$ cat src/rtl/game_pkg.sv
// game_pkg -- shared definitions for the game controller, display and UART
// blocks.
//   state_t     : 3-bit controller state (IDLE/TURN/CHECK/GAME_OVER)
//   STATE_W     : width of the state encoding as seen on state_o
//   MIN/MAX_PLAYERS : supported player-count range
package game_pkg;

  localparam int unsigned STATE_W     = 3;
  localparam int unsigned MIN_PLAYERS = 2;
  localparam int unsigned MAX_PLAYERS = 4;

  typedef enum logic [STATE_W-1:0] {
    IDLE      = 3'd0,
    TURN      = 3'd1,
    CHECK     = 3'd2,
    GAME_OVER = 3'd3
  } state_t;

endpackage

$ cat src/rtl/game_turn_ctrl_next_alive_sel.sv
// next_alive_sel -- combinational round-robin search for the first alive
// player strictly after cur_idx, wrapping around.
//   alive    : per-player alive flags
//   cur_idx  : index the search starts after
//   next_idx : selected player (cur_idx itself if it is the only one alive)
//   wrap     : selected index <= cur_idx, i.e. the search wrapped
module next_alive_sel #(
  parameter  int unsigned NUM_PLAYERS = 2,
  localparam int unsigned PID_W       = $clog2(NUM_PLAYERS)
) (
  input  logic [NUM_PLAYERS-1:0] alive,
  input  logic [PID_W-1:0]       cur_idx,
  output logic [PID_W-1:0]       next_idx,
  output logic                   wrap
);

  always_comb begin
    logic        found;
    int unsigned cur_u;
    logic [PID_W-1:0] idx;
    found    = 1'b0;
    next_idx = cur_idx;
    cur_u    = 32'(cur_idx);
    for (int unsigned k = 1; k <= NUM_PLAYERS; k++) begin
      idx = PID_W'((cur_u + k) % NUM_PLAYERS);
      if (!found && alive[idx]) begin
        found    = 1'b1;
        next_idx = idx;
      end
    end
    wrap = (next_idx <= cur_idx);
  end

endmodule

$ cat src/rtl/game_turn_ctrl.sv
// game_turn_ctrl -- turn sequencer for a 2..4 player game.
//   clk, rst        : clock, synchronous active-high reset
//   start_req       : per-player start press (lowest index starts the game)
//   turn_done       : per-player end-of-turn pulse (only the active one counts)
//   hp              : packed HP, player i at [i*HP_W +: HP_W]; nonzero = alive
//   turn_onehot     : active player one-hot (zero outside a running game)
//   active_player   : active player index
//   state_o         : current state encoding (game_pkg::state_t)
//   next_turn       : high while in TURN
//   winner/winner_valid/draw : game result, held in GAME_OVER
//   round_cnt       : completed rounds, saturating
//   timeout_pulse   : one-cycle pulse when a turn is forfeited on time
// Optional feature: define GAME_TURN_TIMEOUT_EN to enable the per-turn time
// limit of TIMEOUT_CYCLES clocks; otherwise timeout_pulse stays 0.
module game_turn_ctrl
  import game_pkg::*;
#(
  parameter  int unsigned NUM_PLAYERS    = 2,
  parameter  int unsigned HP_W           = 10,
  parameter  int unsigned ROUND_W        = 8,
  parameter  int unsigned TIMEOUT_CYCLES = 100_000_000,
  localparam int unsigned PID_W          = $clog2(NUM_PLAYERS)
) (
  input  logic                        clk,
  input  logic                        rst,
  input  logic [NUM_PLAYERS-1:0]      start_req,
  input  logic [NUM_PLAYERS-1:0]      turn_done,
  input  logic [NUM_PLAYERS*HP_W-1:0] hp,
  output logic [NUM_PLAYERS-1:0]      turn_onehot,
  output logic [PID_W-1:0]            active_player,
  output logic [STATE_W-1:0]          state_o,
  output logic                        next_turn,
  output logic [PID_W-1:0]            winner,
  output logic                        winner_valid,
  output logic                        draw,
  output logic [ROUND_W-1:0]          round_cnt,
  output logic                        timeout_pulse
);

  if (NUM_PLAYERS < MIN_PLAYERS || NUM_PLAYERS > MAX_PLAYERS || TIMEOUT_CYCLES == 0) begin : g_cfg_err
    $error("game_turn_ctrl: unsupported NUM_PLAYERS or TIMEOUT_CYCLES");
  end

  localparam logic [NUM_PLAYERS-1:0] ONE = NUM_PLAYERS'(1);

  state_t                 state_q, state_d;
  logic [PID_W-1:0]       active_q, active_d;
  logic [NUM_PLAYERS-1:0] onehot_q, onehot_d;
  logic                   next_turn_q, next_turn_d;
  logic [PID_W-1:0]       winner_q, winner_d;
  logic                   winner_valid_q, winner_valid_d;
  logic                   draw_q, draw_d;
  logic [ROUND_W-1:0]     round_q, round_d;
  logic                   timeout_pulse_q, timeout_pulse_d;

  logic [NUM_PLAYERS-1:0] alive;
  int unsigned            n_alive;
  logic [PID_W-1:0]       survivor;
  logic [PID_W-1:0]       first_start;
  logic [PID_W-1:0]       sel_idx;
  logic                   sel_wrap;
  logic                   tmo_hit;

  // alive flags, alive count, and the (last) alive index used as the winner
  always_comb begin
    n_alive  = 0;
    survivor = '0;
    for (int unsigned i = 0; i < NUM_PLAYERS; i++) begin
      alive[i] = |hp[i*HP_W +: HP_W];
      if (alive[i]) begin
        n_alive  = n_alive + 1;
        survivor = PID_W'(i);
      end
    end
  end

  always_comb begin
    logic found;
    found       = 1'b0;
    first_start = '0;
    for (int unsigned i = 0; i < NUM_PLAYERS; i++) begin
      if (start_req[i] && !found) begin
        found       = 1'b1;
        first_start = PID_W'(i);
      end
    end
  end

  next_alive_sel #(.NUM_PLAYERS(NUM_PLAYERS)) u_next_alive_sel (
    .alive    (alive),
    .cur_idx  (active_q),
    .next_idx (sel_idx),
    .wrap     (sel_wrap)
  );

`ifdef GAME_TURN_TIMEOUT_EN
  localparam int unsigned TMO_W = (TIMEOUT_CYCLES > 1) ? $clog2(TIMEOUT_CYCLES) : 1;

  logic [TMO_W-1:0] tmo_cnt_q, tmo_cnt_d;

  // TURN is only ever entered from another state, so clearing whenever we
  // are outside TURN is the same as clearing on every entry to TURN.
  always_comb begin
    tmo_cnt_d = (state_q == TURN) ? tmo_cnt_q + 1'b1 : '0;
  end

  always_ff @(posedge clk) begin
    if (rst) tmo_cnt_q <= '0;
    else     tmo_cnt_q <= tmo_cnt_d;
  end

  assign tmo_hit = (state_q == TURN) && (tmo_cnt_q == TMO_W'(TIMEOUT_CYCLES - 1));
`else
  assign tmo_hit = 1'b0;
`endif

  always_comb begin
    state_d         = state_q;
    active_d        = active_q;
    onehot_d        = onehot_q;
    next_turn_d     = next_turn_q;
    winner_d        = winner_q;
    winner_valid_d  = winner_valid_q;
    draw_d          = draw_q;
    round_d         = round_q;
    timeout_pulse_d = 1'b0;

    unique case (state_q)
      IDLE: begin
        if (|start_req) begin
          state_d     = TURN;
          active_d    = first_start;
          onehot_d    = ONE << first_start;
          round_d     = '0;
          next_turn_d = 1'b1;
        end
      end

      TURN, CHECK: begin
        if (n_alive <= 1) begin
          state_d        = GAME_OVER;
          onehot_d       = '0;
          next_turn_d    = 1'b0;
          winner_valid_d = (n_alive == 1);
          draw_d         = (n_alive == 0);
          winner_d       = (n_alive == 1) ? survivor : '0;
        end else if (state_q == TURN) begin
          // a dead active player is skipped through CHECK like a finished turn
          if (turn_done[active_q] || !alive[active_q] || tmo_hit) begin
            state_d         = CHECK;
            next_turn_d     = 1'b0;
            timeout_pulse_d = tmo_hit && !turn_done[active_q];
          end
        end else begin
          state_d     = TURN;
          active_d    = sel_idx;
          onehot_d    = ONE << sel_idx;
          next_turn_d = 1'b1;
          if (sel_wrap && (round_q != '1)) round_d = round_q + 1'b1;
        end
      end

      GAME_OVER: begin
        if (|start_req) begin
          state_d        = IDLE;
          winner_valid_d = 1'b0;
          draw_d         = 1'b0;
        end
      end

      default: begin
        state_d        = IDLE;
        active_d       = '0;
        onehot_d       = '0;
        next_turn_d    = 1'b0;
        winner_d       = '0;
        winner_valid_d = 1'b0;
        draw_d         = 1'b0;
        round_d        = '0;
      end
    endcase
  end

  always_ff @(posedge clk) begin
    if (rst) begin
      state_q         <= IDLE;
      active_q        <= '0;
      onehot_q        <= '0;
      next_turn_q     <= 1'b0;
      winner_q        <= '0;
      winner_valid_q  <= 1'b0;
      draw_q          <= 1'b0;
      round_q         <= '0;
      timeout_pulse_q <= 1'b0;
    end else begin
      state_q         <= state_d;
      active_q        <= active_d;
      onehot_q        <= onehot_d;
      next_turn_q     <= next_turn_d;
      winner_q        <= winner_d;
      winner_valid_q  <= winner_valid_d;
      draw_q          <= draw_d;
      round_q         <= round_d;
      timeout_pulse_q <= timeout_pulse_d;
    end
  end

  assign state_o       = state_q;
  assign active_player = active_q;
  assign turn_onehot   = onehot_q;
  assign next_turn     = next_turn_q;
  assign winner        = winner_q;
  assign winner_valid  = winner_valid_q;
  assign draw          = draw_q;
  assign round_cnt     = round_q;
  assign timeout_pulse = timeout_pulse_q;

endmodule

$ cat config.mk
export PLATFORM = sky130hd
export DESIGN_NAME = game_turn_ctrl
export DESIGN_NICKNAME = d
export VERILOG_FILES = /design/src/rtl/game_pkg.sv /design/src/rtl/game_turn_ctrl_next_alive_sel.sv /design/src/rtl/game_turn_ctrl.sv
export SDC_FILE = /design/constraint.sdc
export NUM_CORES = 1
export LEC_CHECK = 0
export ABC_AREA = 1
export ABC_CLOCK_PERIOD_IN_PS = 3900
export BUFFER_PORTS_ARGS = -buffer_cell sky130_fd_sc_hd__clkbuf_2
export CAP_MARGIN = 25
export CORE_ASPECT_RATIO = 0.7
export CORE_MARGIN = 2
export CORE_UTILIZATION = 52
export DETAILED_ROUTE_END_ITERATION = 16
export GPL_TIMING_DRIVEN = 0
export HOLD_SLACK_MARGIN = 0.1
export PLACE_DENSITY = 0.83
export SETUP_SLACK_MARGIN = 0.05
export SLEW_MARGIN = 30
export SYNTH_ARGS = -nofsm -noshare
export SYNTH_HDL_FRONTEND = slang
export SYNTH_SLANG_ARGS = --single-unit
export TNS_END_PERCENT = 100
$ cat constraint.sdc
create_clock -name clk -period 3.9 [get_ports clk]
set_input_delay 0.195 -clock clk [delete_from_list [all_inputs] [get_ports clk]]
set_output_delay 0.195 -clock clk [all_outputs]
set_load 0.005 [all_outputs]
======== After elaboration in Yosys (flattened, before gate mapping) ========
Cells that the tools add are included.
word-level totals
  register bits after elaboration ......... 18
  bits in latches ......................... 0
  bits in writable memories ............... 0
  memory bits (read-only) ................. 0
  input port bits ......................... 26
  word-level logic and storage cells ...... 104
  memories ................................ 0
operators by class
  add/subtract/negate cells ............... 4
  multiply operators ...................... 0
  divide/modulo/power cells ............... 0
  magnitude comparators ................... 5
  equal/unequal tests ..................... 13
  shift-type cells ........................ 2
  muxes and demuxes ....................... 48
  bitwise logic cells ..................... 3
  reduce and logical (&&, ||, !) cells .... 21
operators with widths
  cell                                                                     number
  32-bit by 1-bit adder with 32-bit output (second input constant)         1
  32-bit by 1-bit equality test with 1-bit output (second input constant)  1
  32-bit by 1-bit <= comparator with 1-bit output (second input constant)  1
  32-bit zero test                                                         1
  32-bit 2-to-1 mux                                                        1
  8-bit 2-to-1 mux                                                         4
  1-bit 2-to-1 mux                                                         27
  8-bit case mux with 3 select lines                                       1
  10-bit OR reduction                                                      2
  3-bit 2-to-1 mux                                                         5
  2-bit inequality test (second input constant)                            6
  1-bit case mux with 3 select lines                                       4
  3-bit AND reduction                                                      4
  3-bit case mux with 3 select lines                                       1
  8-bit by 1-bit adder with 8-bit output (second input constant)           1
  8-bit inequality test (second input constant)                            1
  3-bit by 2-bit equality test with 1-bit output (second input constant)   2
  1-bit by 2-bit < comparator with 1-bit output (second input constant)    3
  2-bit 2-to-1 mux                                                         3
  2-bit case mux with 3 select lines                                       1
  2-bit OR reduction                                                       3
  5-bit AND reduction                                                      1
  4-bit inequality test (second input constant)                            1
  4-bit AND reduction                                                      1
  12 further kinds                                                         20

======== Depth between registers and ports, before layout ========
Gate-level depths: netlist of the first run.
  depth after elaboration ................. 13
  depth in mapped cells ................... 13
  mapped depth without buffers ............ 12

======== By module ========
A second synthesis of the first run with hierarchy kept.
unflattened totals
  cells, all modules ...................... 182
  area, all modules ....................... 1,181.1 sq um
modules (own cells, without submodules)
  module          times used  cells an instance  area an instance (sq um)  seq. area each (sq um)
  game_turn_ctrl  1           177                1,157.4                   340.3
  next_alive_sel  1           5                  23.8                      0.0

======== Least setup slack after synthesis of the first run ========
Ideal clock, no wire load.
  path kind ............................... flip-flop to flip-flop
  start point ............................. register state_q[0], in the netlist state_o[0]
  end point ............................... register round_q[2], in the netlist round_cnt[2]
  setup time .............................. 0.115 ns
  arrival ................................. 1.614 ns
  setup slack ............................. 2.171 ns
  cell stages (with the launch flop) ...... 12
  buffers on the path ..................... 2
  cells stage by stage .................... dfxtp_1 > inv_1 > ha_1 > buf_6 > nand2_4 > nand2_2 > inv_2 > nor3_4 > buf_6 > nand3_1 > nand2_1 > nor2_1
on the way
  cells in the longest elaborated chain, start to end .. 4
RTL lines
  item                                                                                                              RTL line                                      RTL
  start: declaration                                                                                                game_turn_ctrl.sv:46                          state_t state_q, state_d;
  start signal: assignment                                                                                          game_turn_ctrl.sv:196                         state_q <= state_d;
  3-bit by 1-bit equality test with 1-bit output or 3-bit by 2-bit equality test with 1-bit output (tied branches)  game_turn_ctrl.sv:128, game_turn_ctrl.sv:147
  2-bit OR reduction                                                                                                game_turn_ctrl.sv:128                         unique case (state_q)
  2-bit inequality test (no source line)                                                                            --
  5-bit AND reduction (no source line)                                                                              --
  end signal: assignment                                                                                            game_turn_ctrl.sv:203                         round_q <= round_d;
  end: declaration                                                                                                  game_turn_ctrl.sv:53                          logic [ROUND_W-1:0] round_q, round_d;
Several ways; a longest one is shown, not always the timed one.
A chain may end at the register's enable or synchronous reset.

======== Final worst setup path of the first run ========
  start point ............................. register state_q[1], in the netlist state_o[1]
  end point ............................... register round_q[2], in the netlist round_cnt[2]
Same word-level chain as after synthesis.

==> out/results.txt, run 1 <==
maxcap violations: 0
average detailed-routed wire length per instance: 10.8 µm
Final nets: 266
unrepaired setup endpoints after global routing: false
critical setup path kind: register to register
Seq/Total Area, Yosys: 0.274
maximum buffer depth of the clock tree: 2
total routed wirelength: 2830 µm
accumulated negative setup slack: 0 ns
static leakage power: 0.723 nW
count of input and output buffers: 41
I/O pins: 45
cts bufs inserted: 3
hold worst-path end: active_player
post-CTS setup buffers: 0
path type of the worst min-delay path: input pin to register
number of antenna violations at the first check in global routing: 0
number of cells on the critical path: 11
die area: 0.00280 mm²
relative area change from synthesis to final layout: 22.2%
cell chain of the critical path: inv_1 > ha_1 > buf_6 > nand2_4 > nand2_2 > inv_2 > nor3_4 > buf_6 > nand3_1 > nand2_1 > nor2_1
level count of the clock H-tree: 1
library cell appearing most often on the critical path: sky130_fd_sc_hd__buf_6
# clock sinks: 17
launch instance of the worst register-to-register path: state_o[1]
final worst path period share: 0.490
TritonCTS clock tree: done
Data required, critical path: 4.09 ns
cell depth of the worst min-delay path: 3
1st-pass router iterations: 4
effective utilization at floorplan: 0.562
Worst path slowest cell: sky130_fd_sc_hd__dfxtp_1
Worst R2R Path Depth: 11
maximum clock frequency: 0.523 GHz
post-route core utilization: 0.687
largest area contributor in the synthesized netlist: sky130_fd_sc_hd__dfxtp_1
Final Hold Violating Endpoints: 0
RD Place Congestion: 0.839
total gr overflow: 0
crit-path leading delay family: simple AND/OR/NAND/NOR gates
antenna cells: 0
CTS Root Buffer Type: sky130_fd_sc_hd__clkbuf_4
GR Util All Layers: 0.218
filler cell count in the final layout: 214
buffering stage count on the worst path with inverters included: 4
min cycle time layout: 1.91 ns
category of the worst setup path capture point: register
die height: 44.9 µm
fraction of layout cells with a size suffix above 1: 0.281
Area contributors post-synth: sky130_fd_sc_hd__dfxtp_1, sky130_fd_sc_hd__nand2_1, sky130_fd_sc_hd__ha_1
power density over the cells: 420 mW/mm²
Warnings, synthesis: 0
maximum number of pins on one net before global-route repair: 11
worst slew margin relative to its limit: 0.644
sort of element at the start of the critical path: register
count of unresolved DRC violations after routing: 0
vias in the first global route: 1117
share of the synthesized area in the top cell type: 0.274
register bit count reported by yosys: 17
largest voltage drop on the vdd net: 273 µV
average via count per standard cell: 5.00
number of cells in the design after placement: 259
DR iter-0 viols: 54
setup slack of the most critical reg-to-reg path: 1.99 ns
Die X: 62.4 µm
core footprint: 0.00221 mm²
Final Max Tran Viols: 0
Cell variety after synth: 26
HPWL after detailed placement: 2230 µm
worst-path maximum fanout: 10
cells after synthesis: 185
status: finished, final reports clean
worst endpoint data arrival time: 2.11 ns
cts hold-fix bufs: 0
post-route clock skew: 0.000338 ns
floorplan row count: 14
register clock-pin slew on the reported worst setup and hold paths: 0.10 ns
largest incremental delay on the critical path: 0.42 ns
first-pass GRT wire length: 4910 µm
Non-Filler Instances: 263
Resize count post-CTS: 0
via count of the routed design: 1316
Slew @ Worst Pin: 0.534 ns
hold_sp: start_req[1]
endpoint of the worst-slack reg-to-reg timing path: round_cnt[2]
Final Setup Violations: 0
count of nets left with antenna violations after detail routing: 0
average instance area after synthesis: 6.71 µm²
area of the mapped netlist: 0.00124 mm²
Clock Latency Late Sink: 0.29 ns
-- worst max path at each step --
stage                          start      endpoint  slack (ns)
after global placement         hp[1]  winner_valid        1.98
after CTS                 state_o[0]  round_cnt[2]        1.99
final                     state_o[1]  round_cnt[2]        1.99
after detailed placement       hp[3]          draw        1.98
after floorplan           state_o[0]  round_cnt[2]        2.17
after global routing      state_o[1]  round_cnt[2]        1.83
-- through the flow --
step,area (µm²),power (mW),worst slack (ns),hold slack (ns)
after floorplan,1240,0.454,2.17,0.397
after global placement,1490,0.537,1.98,0.464
after detailed placement,1490,0.541,1.98,0.460
after CTS,1520,0.636,1.99,0.233
after global routing,1520,0.692,1.83,0.246
final,1520,0.637,1.99,0.241
-- per-layer routing --
layer  track usage  wire length, µm  vias to the layer above
met3        0.0549              191                        6
met1         0.301             1450                      576
li1              -                -                      688
met4        0.0400               30                        0
met2         0.357             1160                       46
met5             0                0                        -
-- cell type report --
cell class / instances / area, µm² / area share
flip-flops and latches: 17 / 340 / 0.224
repair buffers: 41 / 205 / 0.135
plain buffers: 6 / 52.6 / 0.0347
multi-input cells: 141 / 769 / 0.507
inverters: 22 / 82.6 / 0.0545
well taps: 32 / 40.0 / 0.0264
clock buffers: 4 / 26.3 / 0.0173
-- synthesized netlist by cell type --
master,n
sky130_fd_sc_hd__a21oi_1,11
sky130_fd_sc_hd__a21oi_2,4
sky130_fd_sc_hd__a31oi_1,4
sky130_fd_sc_hd__buf_4,2
sky130_fd_sc_hd__buf_6,3
sky130_fd_sc_hd__clkbuf_1,1
sky130_fd_sc_hd__conb_1,1
sky130_fd_sc_hd__dfxtp_1,17
sky130_fd_sc_hd__ha_1,8
sky130_fd_sc_hd__inv_1,21
sky130_fd_sc_hd__inv_2,1
sky130_fd_sc_hd__nand2_1,40
sky130_fd_sc_hd__nand2_2,3
sky130_fd_sc_hd__nand2_4,1
sky130_fd_sc_hd__nand3_1,18
sky130_fd_sc_hd__nand3_2,4
sky130_fd_sc_hd__nand4_1,2
sky130_fd_sc_hd__nor2_1,24
sky130_fd_sc_hd__nor2_4,1
sky130_fd_sc_hd__nor3_1,3
sky130_fd_sc_hd__nor3_4,1
sky130_fd_sc_hd__nor3b_1,1
sky130_fd_sc_hd__o211ai_1,1
sky130_fd_sc_hd__o21ai_0,8
sky130_fd_sc_hd__o21bai_1,4
sky130_fd_sc_hd__or2_2,1
-- flip-flops by register name, indices dropped and copies added, names as in the netlist --
name,flops
winner,1
active_player,1
next_turn,1
turn_onehot,2
state_o,2
winner_valid,1
draw,1
round_cnt,8
-- worst register-to-register path, delay by kind of cell, from the launching register on --
family	cells	cell delay (ns)
fa+ha+maj	1	0.30
simple gates	6	0.60
flops	1	0.42
buf+inv	4	0.49
-- power breakdown --
| group | switching, mW | leakage [nW] | internal, mW |
|---|---|---|---|
| sequential | 0.0370 | 0.139 | 0.205 |
| combinational | 0.172 | 0.569 | 0.127 |
| clock | 0.0556 | 0.0150 | 0.0398 |
-- layout by cell type (no fill, tap or decap), drive strengths merged --
master	count
a31oi	4
clkbuf	46
dfxtp	17
or2	1
nor2	25
nand4	2
nand3	22
nand2	44
nor3	4
o211ai	1
buf	5
o21ai	8
nor3b	1
ha	8
a21oi	15
o21bai	4
inv	22
conb	2
-- cells by family after synthesis --
kind of cell    Yosys count  synth area share
compound gates           32             0.155
fa+ha+maj                 8            0.0806
buf+inv                  28             0.109
flops                    17             0.274
other cells               1           0.00302
simple gates             99             0.378
Power figures use the tool's default switching activity.
==> run 2: changes to the inputs <==
--- a/config.mk
+++ b/config.mk
@@ -5,17 +5,17 @@
 export SDC_FILE = /design/constraint.sdc
 export NUM_CORES = 1
 export LEC_CHECK = 0
-export ABC_AREA = 1
-export ABC_CLOCK_PERIOD_IN_PS = 3900
+export ABC_AREA = 0
+export ABC_CLOCK_PERIOD_IN_PS = 1750
 export BUFFER_PORTS_ARGS = -buffer_cell sky130_fd_sc_hd__clkbuf_2
 export CAP_MARGIN = 25
 export CORE_ASPECT_RATIO = 0.7
 export CORE_MARGIN = 2
-export CORE_UTILIZATION = 52
+export CORE_UTILIZATION = 44
 export DETAILED_ROUTE_END_ITERATION = 16
 export GPL_TIMING_DRIVEN = 0
 export HOLD_SLACK_MARGIN = 0.1
-export PLACE_DENSITY = 0.83
+export PLACE_DENSITY = 0.76
 export SETUP_SLACK_MARGIN = 0.05
 export SLEW_MARGIN = 30
 export SYNTH_ARGS = -nofsm -noshare
==> constraint.sdc (replaced) <==
create_clock -name clk -period 1.75 [get_ports clk]
set_input_delay 0.0875 -clock clk [delete_from_list [all_inputs] [get_ports clk]]
set_output_delay 0.0875 -clock clk [all_outputs]
set_load 0.005 [all_outputs]
==> out/results.txt, run 2 <==
status: finished, violations left (was finished, final reports clean)
failing checks: setup timing
via count of the routed design: 1576 (was 1316)
post-route standard cell area excluding fillers: 0.00191 mm² (was 0.00152 mm²)
switching power of the nets: 1.11 mW (was 0.265 mW)
unrepaired setup endpoints after global routing: true (was false)
1st-pass router iterations: 4 (unchanged)
post-route worst setup slack: -0.244 ns (was 1.99 ns)
Final Max Tran Viols: 0 (unchanged)
first-pass GRT wire length: 6000 µm (was 4910 µm)
top cells by instance count after synthesis: sky130_fd_sc_hd__dfxtp_1, sky130_fd_sc_hd__inv_1, sky130_fd_sc_hd__nand3_1 (was sky130_fd_sc_hd__nand2_1, sky130_fd_sc_hd__nor2_1, sky130_fd_sc_hd__inv_1, sky130_fd_sc_hd__nand3_1, sky130_fd_sc_hd__dfxtp_1)
count leader, synth: sky130_fd_sc_hd__dfxtp_1 (was sky130_fd_sc_hd__nand2_1)
die height: 47.4 µm (was 44.9 µm)
I/O pins: 45 (unchanged)
static leakage power: 0.809 nW (was 0.723 nW)
Worst path slowest cell: sky130_fd_sc_hd__a2111o_1 (was sky130_fd_sc_hd__dfxtp_1)
async set-reset flop share out of synthesis: 0 (unchanged)
cells after synthesis: 144 (was 185)
# clock sinks: 17 (unchanged)
CTS Root Buffer Type: sky130_fd_sc_hd__clkbuf_8 (was sky130_fd_sc_hd__clkbuf_4)
category of the worst setup path capture point: register (unchanged)
register bit count reported by yosys: 17 (unchanged)
number of enable-type register cells in the synthesized netlist: 0 (unchanged)
maximum buffer depth of the clock tree: 2 (unchanged)
cell chain of the critical path: buf_4 > ha_2 > a2111o_1 > a2111oi_1 > o32ai_1 (was inv_1 > ha_1 > buf_6 > nand2_4 > nand2_2 > inv_2 > nor3_4 > buf_6 > nand3_1 > nand2_1 > nor2_1)
flip-flop count of the largest register after layout: 8 (unchanged)
average instance area after synthesis: 8.21 µm² (was 6.71 µm²)
Die X: 66.0 µm (was 62.4 µm)
crit-path leading delay family: compound AO/OA/AOI/OAI gates (was simple AND/OR/NAND/NOR gates)
average via count per standard cell: 6.38 (was 5.00)
Seq/Total Area, Yosys: 0.288 (was 0.274)
relative area change from synthesis to final layout: 61.3% (was 22.2%)
share of power burned in the clock network: 0.119 (was 0.150)
Area contributors post-synth: sky130_fd_sc_hd__dfxtp_1, sky130_fd_sc_hd__ha_1, sky130_fd_sc_hd__o32ai_1 (was sky130_fd_sc_hd__dfxtp_1, sky130_fd_sc_hd__nand2_1, sky130_fd_sc_hd__ha_1)
most common cell after layout, fill and taps aside: sky130_fd_sc_hd__clkbuf_2 (unchanged)
core footprint: 0.00251 mm² (was 0.00221 mm²)
area occupied by registers: 345 µm² (was 340 µm²)
average detailed-routed wire length per instance: 17.7 µm (was 10.8 µm)
placed standard-cell area: 0.00151 mm² (was 0.00149 mm²)
filler cell count in the final layout: 159 (was 214)
buffering stage count on the worst path with inverters included: 1 (was 4)
number of antenna violations at the first check in global routing: 0 (unchanged)
Flop pwr share: 0.211 (was 0.380)
share of the synthesized area in the top cell type: 0.288 (was 0.274)
count of input and output buffers: 42 (was 41)
count of unresolved DRC violations after routing: 0 (unchanged)
Data required, critical path: 1.87 ns (was 4.09 ns)
fraction of layout cells with a size suffix above 1: 0.512 (was 0.281)
final worst path period share: 1.14 (was 0.490)
maximum clock frequency: 0.501 GHz (was 0.523 GHz)
cts bufs inserted: 3 (unchanged)
Cell variety after synth: 38 (was 26)
area of the mapped netlist: 0.00118 mm² (was 0.00124 mm²)
count of nets left with antenna violations after detail routing: 0 (unchanged)
maximum number of pins on one net before global-route repair: 11 (unchanged)
cts hold-fix bufs: 0 (unchanged)
level count of the clock H-tree: 1 (unchanged)
TritonCTS clock tree: done (unchanged)
post-route clock skew: 0.00949 ns (was 0.000338 ns)
Final Hold Violating Endpoints: 0 (unchanged)
largest incremental delay on the critical path: 0.49 ns (was 0.42 ns)
largest voltage drop on the vdd net: 913 µV (was 273 µV)
antenna cells: 0 (unchanged)
switching part of the total: 0.425 (was 0.416)
power density over the cells: 1370 mW/mm² (was 420 mW/mm²)
GR Util All Layers: 0.260 (was 0.218)
Final nets: 248 (was 266)
floorplan row count: 15 (was 14)
effective utilization at floorplan: 0.470 (was 0.562)
register clock-pin slew on the reported worst setup and hold paths: 0.06 ns (was 0.10 ns)
Main synth FF type: sky130_fd_sc_hd__dfxtp_1 (unchanged)
Final Setup Violations: 17 (was 0)
total gr overflow: 0 (unchanged)
Warnings, synthesis: 0 (unchanged)
HPWL after detailed placement: 2540 µm (was 2230 µm)
commonest cells after routing, fill and taps aside: sky130_fd_sc_hd__clkbuf_2, sky130_fd_sc_hd__buf_4, sky130_fd_sc_hd__dfxtp_1, sky130_fd_sc_hd__inv_1, sky130_fd_sc_hd__nand3_1 (was sky130_fd_sc_hd__clkbuf_2, sky130_fd_sc_hd__nand2_1, sky130_fd_sc_hd__nor2_1, sky130_fd_sc_hd__inv_1, sky130_fd_sc_hd__nand3_1)
die area: 0.00312 mm² (was 0.00280 mm²)
cell-internal power: 1.50 mW (was 0.372 mW)
Slew @ Worst Pin: 0.812 ns (was 0.534 ns)
Clock Latency Late Sink: 0.27 ns (was 0.29 ns)
RD Place Congestion: 0.883 (was 0.839)
number of cells in the design after placement: 221 (was 259)
sort of element at the start of the critical path: register (unchanged)
path type of the worst min-delay path: input pin to register (unchanged)
largest area contributor in the synthesized netlist: sky130_fd_sc_hd__dfxtp_1 (unchanged)
worst-path maximum fanout: 8 (was 10)
post-route core utilization: 0.758 (was 0.687)
min cycle time layout: 1.99 ns (was 1.91 ns)
Non-Filler Instances: 247 (was 263)
Comb power frac: 0.670 (was 0.470)
worst slew margin relative to its limit: 0.457 (was 0.644)
total routed wirelength: 4380 µm (was 2830 µm)
critical setup path kind: register to register (unchanged)
vias in the first global route: 1294 (was 1117)
DR iter-0 viols: 116 (was 54)
worst endpoint data arrival time: 2.12 ns (was 2.11 ns)
area occupied by multi-input gates: 991 µm² (was 769 µm²)
maxcap violations: 0 (unchanged)
-- run 2: changes by cell type in the layout (fill, tap and decap cells not counted), sizes merged, moves of 4 or more --
| cell | change |
|---|---|
| a2111oi | +5 |
| a21oi | -7 |
| a31oi | -4 |
| and3 | +5 |
| buf | +21 |
| inv | -8 |
| nand2 | -40 |
| nand3 | -12 |
| nor2 | -18 |
| o21bai | -4 |
| o32ai | +8 |
| or3 | +4 |
| or4 | +6 |
-- run 2: path summary, 6_finish.rpt --
| path | from | end | slack [ns] | cells past startpoint |
|---|---|---|---|---|
| setup / recovery | state_o[0] | round_cnt[6] | -0.24 | 5 |
| hold / removal | rst | round_cnt[7] | 0.13 | 3 |
| setup reg to reg | state_o[0] | round_cnt[6] | -0.24 | 5 |
| hold reg to reg | next_turn | next_turn | 0.51 | 2 |
-- run 2: tightest hold or removal path, stage by stage --
cell                       delay, ns
sky130_fd_sc_hd__clkbuf_2       0.08
sky130_fd_sc_hd__or3_1          0.10
sky130_fd_sc_hd__o32ai_1        0.07
-- run 2: repair_timing --
| item | 4_1_cts | 5_1_grt |
|---|---|---|
| hold endpoints to repair | 0 | 0 |
| cloned | 1 | 0 |
| gates resized for setup | 24 | 21 |
| setup endpoints to repair | 17 | 17 |
| pin swaps | 13 | 20 |
| buffers inserted | 6 | 16 |
-- run 2: logic make-up (layout without fill, tap and decap cells) --
kind of cell             Yosys count  count (layout)  share of synthesized area
AO/OA/AOI/OAI                     47              48                      0.297
adder cells (fa/ha/maj)            8               8                     0.0847
buffers and inverters             21              88                     0.0730
flip-flops                        17              17                      0.288
multiplexers                       1               1                    0.00847
other                              1               2                    0.00317
AND/OR/NAND/NOR                   49              49                      0.246
-- run 2: per-layer routing --
layer,GRT usage,share of wire
met5,0,0
met4,0.118,0.044
met3,0.0624,0.11
met2,0.406,0.44
met1,0.348,0.40
-- run 2: layout make-up --
class,count,share of cell area
Buffer,6,0.0223
Clock buffer,4,0.0236
Inverter,14,0.0289
Multi-Input combinational cell,108,0.520
Sequential cell,17,0.181
Tap cell,34,0.0223
Timing Repair Buffer,64,0.202
-- run 2: per-stage QoR --
step / hold slack (ns) / setup slack, ns / power (mW) / TNS (ns)
finish: 0.126 / -0.244 / 2.60 / -2.15
global route: 0.135 / -0.275 / 2.72 / -2.88
CTS: 0.122 / -0.111 / 2.08 / -1.01
detailed placement: 0.391 / -0.526 / 1.56 / -6.72
global placement: 0.387 / -0.471 / 1.53 / -5.93
floorplan: 0.287 / -0.195 / 1.26 / -2.10
-- run 2: power by group through the flow --
stage	clock (mW)	sequential [mW]	combinational, mW
3_5_place_dp	0	0.557	0.999
5_1_grt	0.326	0.563	1.83
4_1_cts	0.308	0.542	1.23
3_3_place_gp	0	0.548	0.986
2_1_floorplan	0	0.550	0.714
6_report	0.311	0.549	1.74
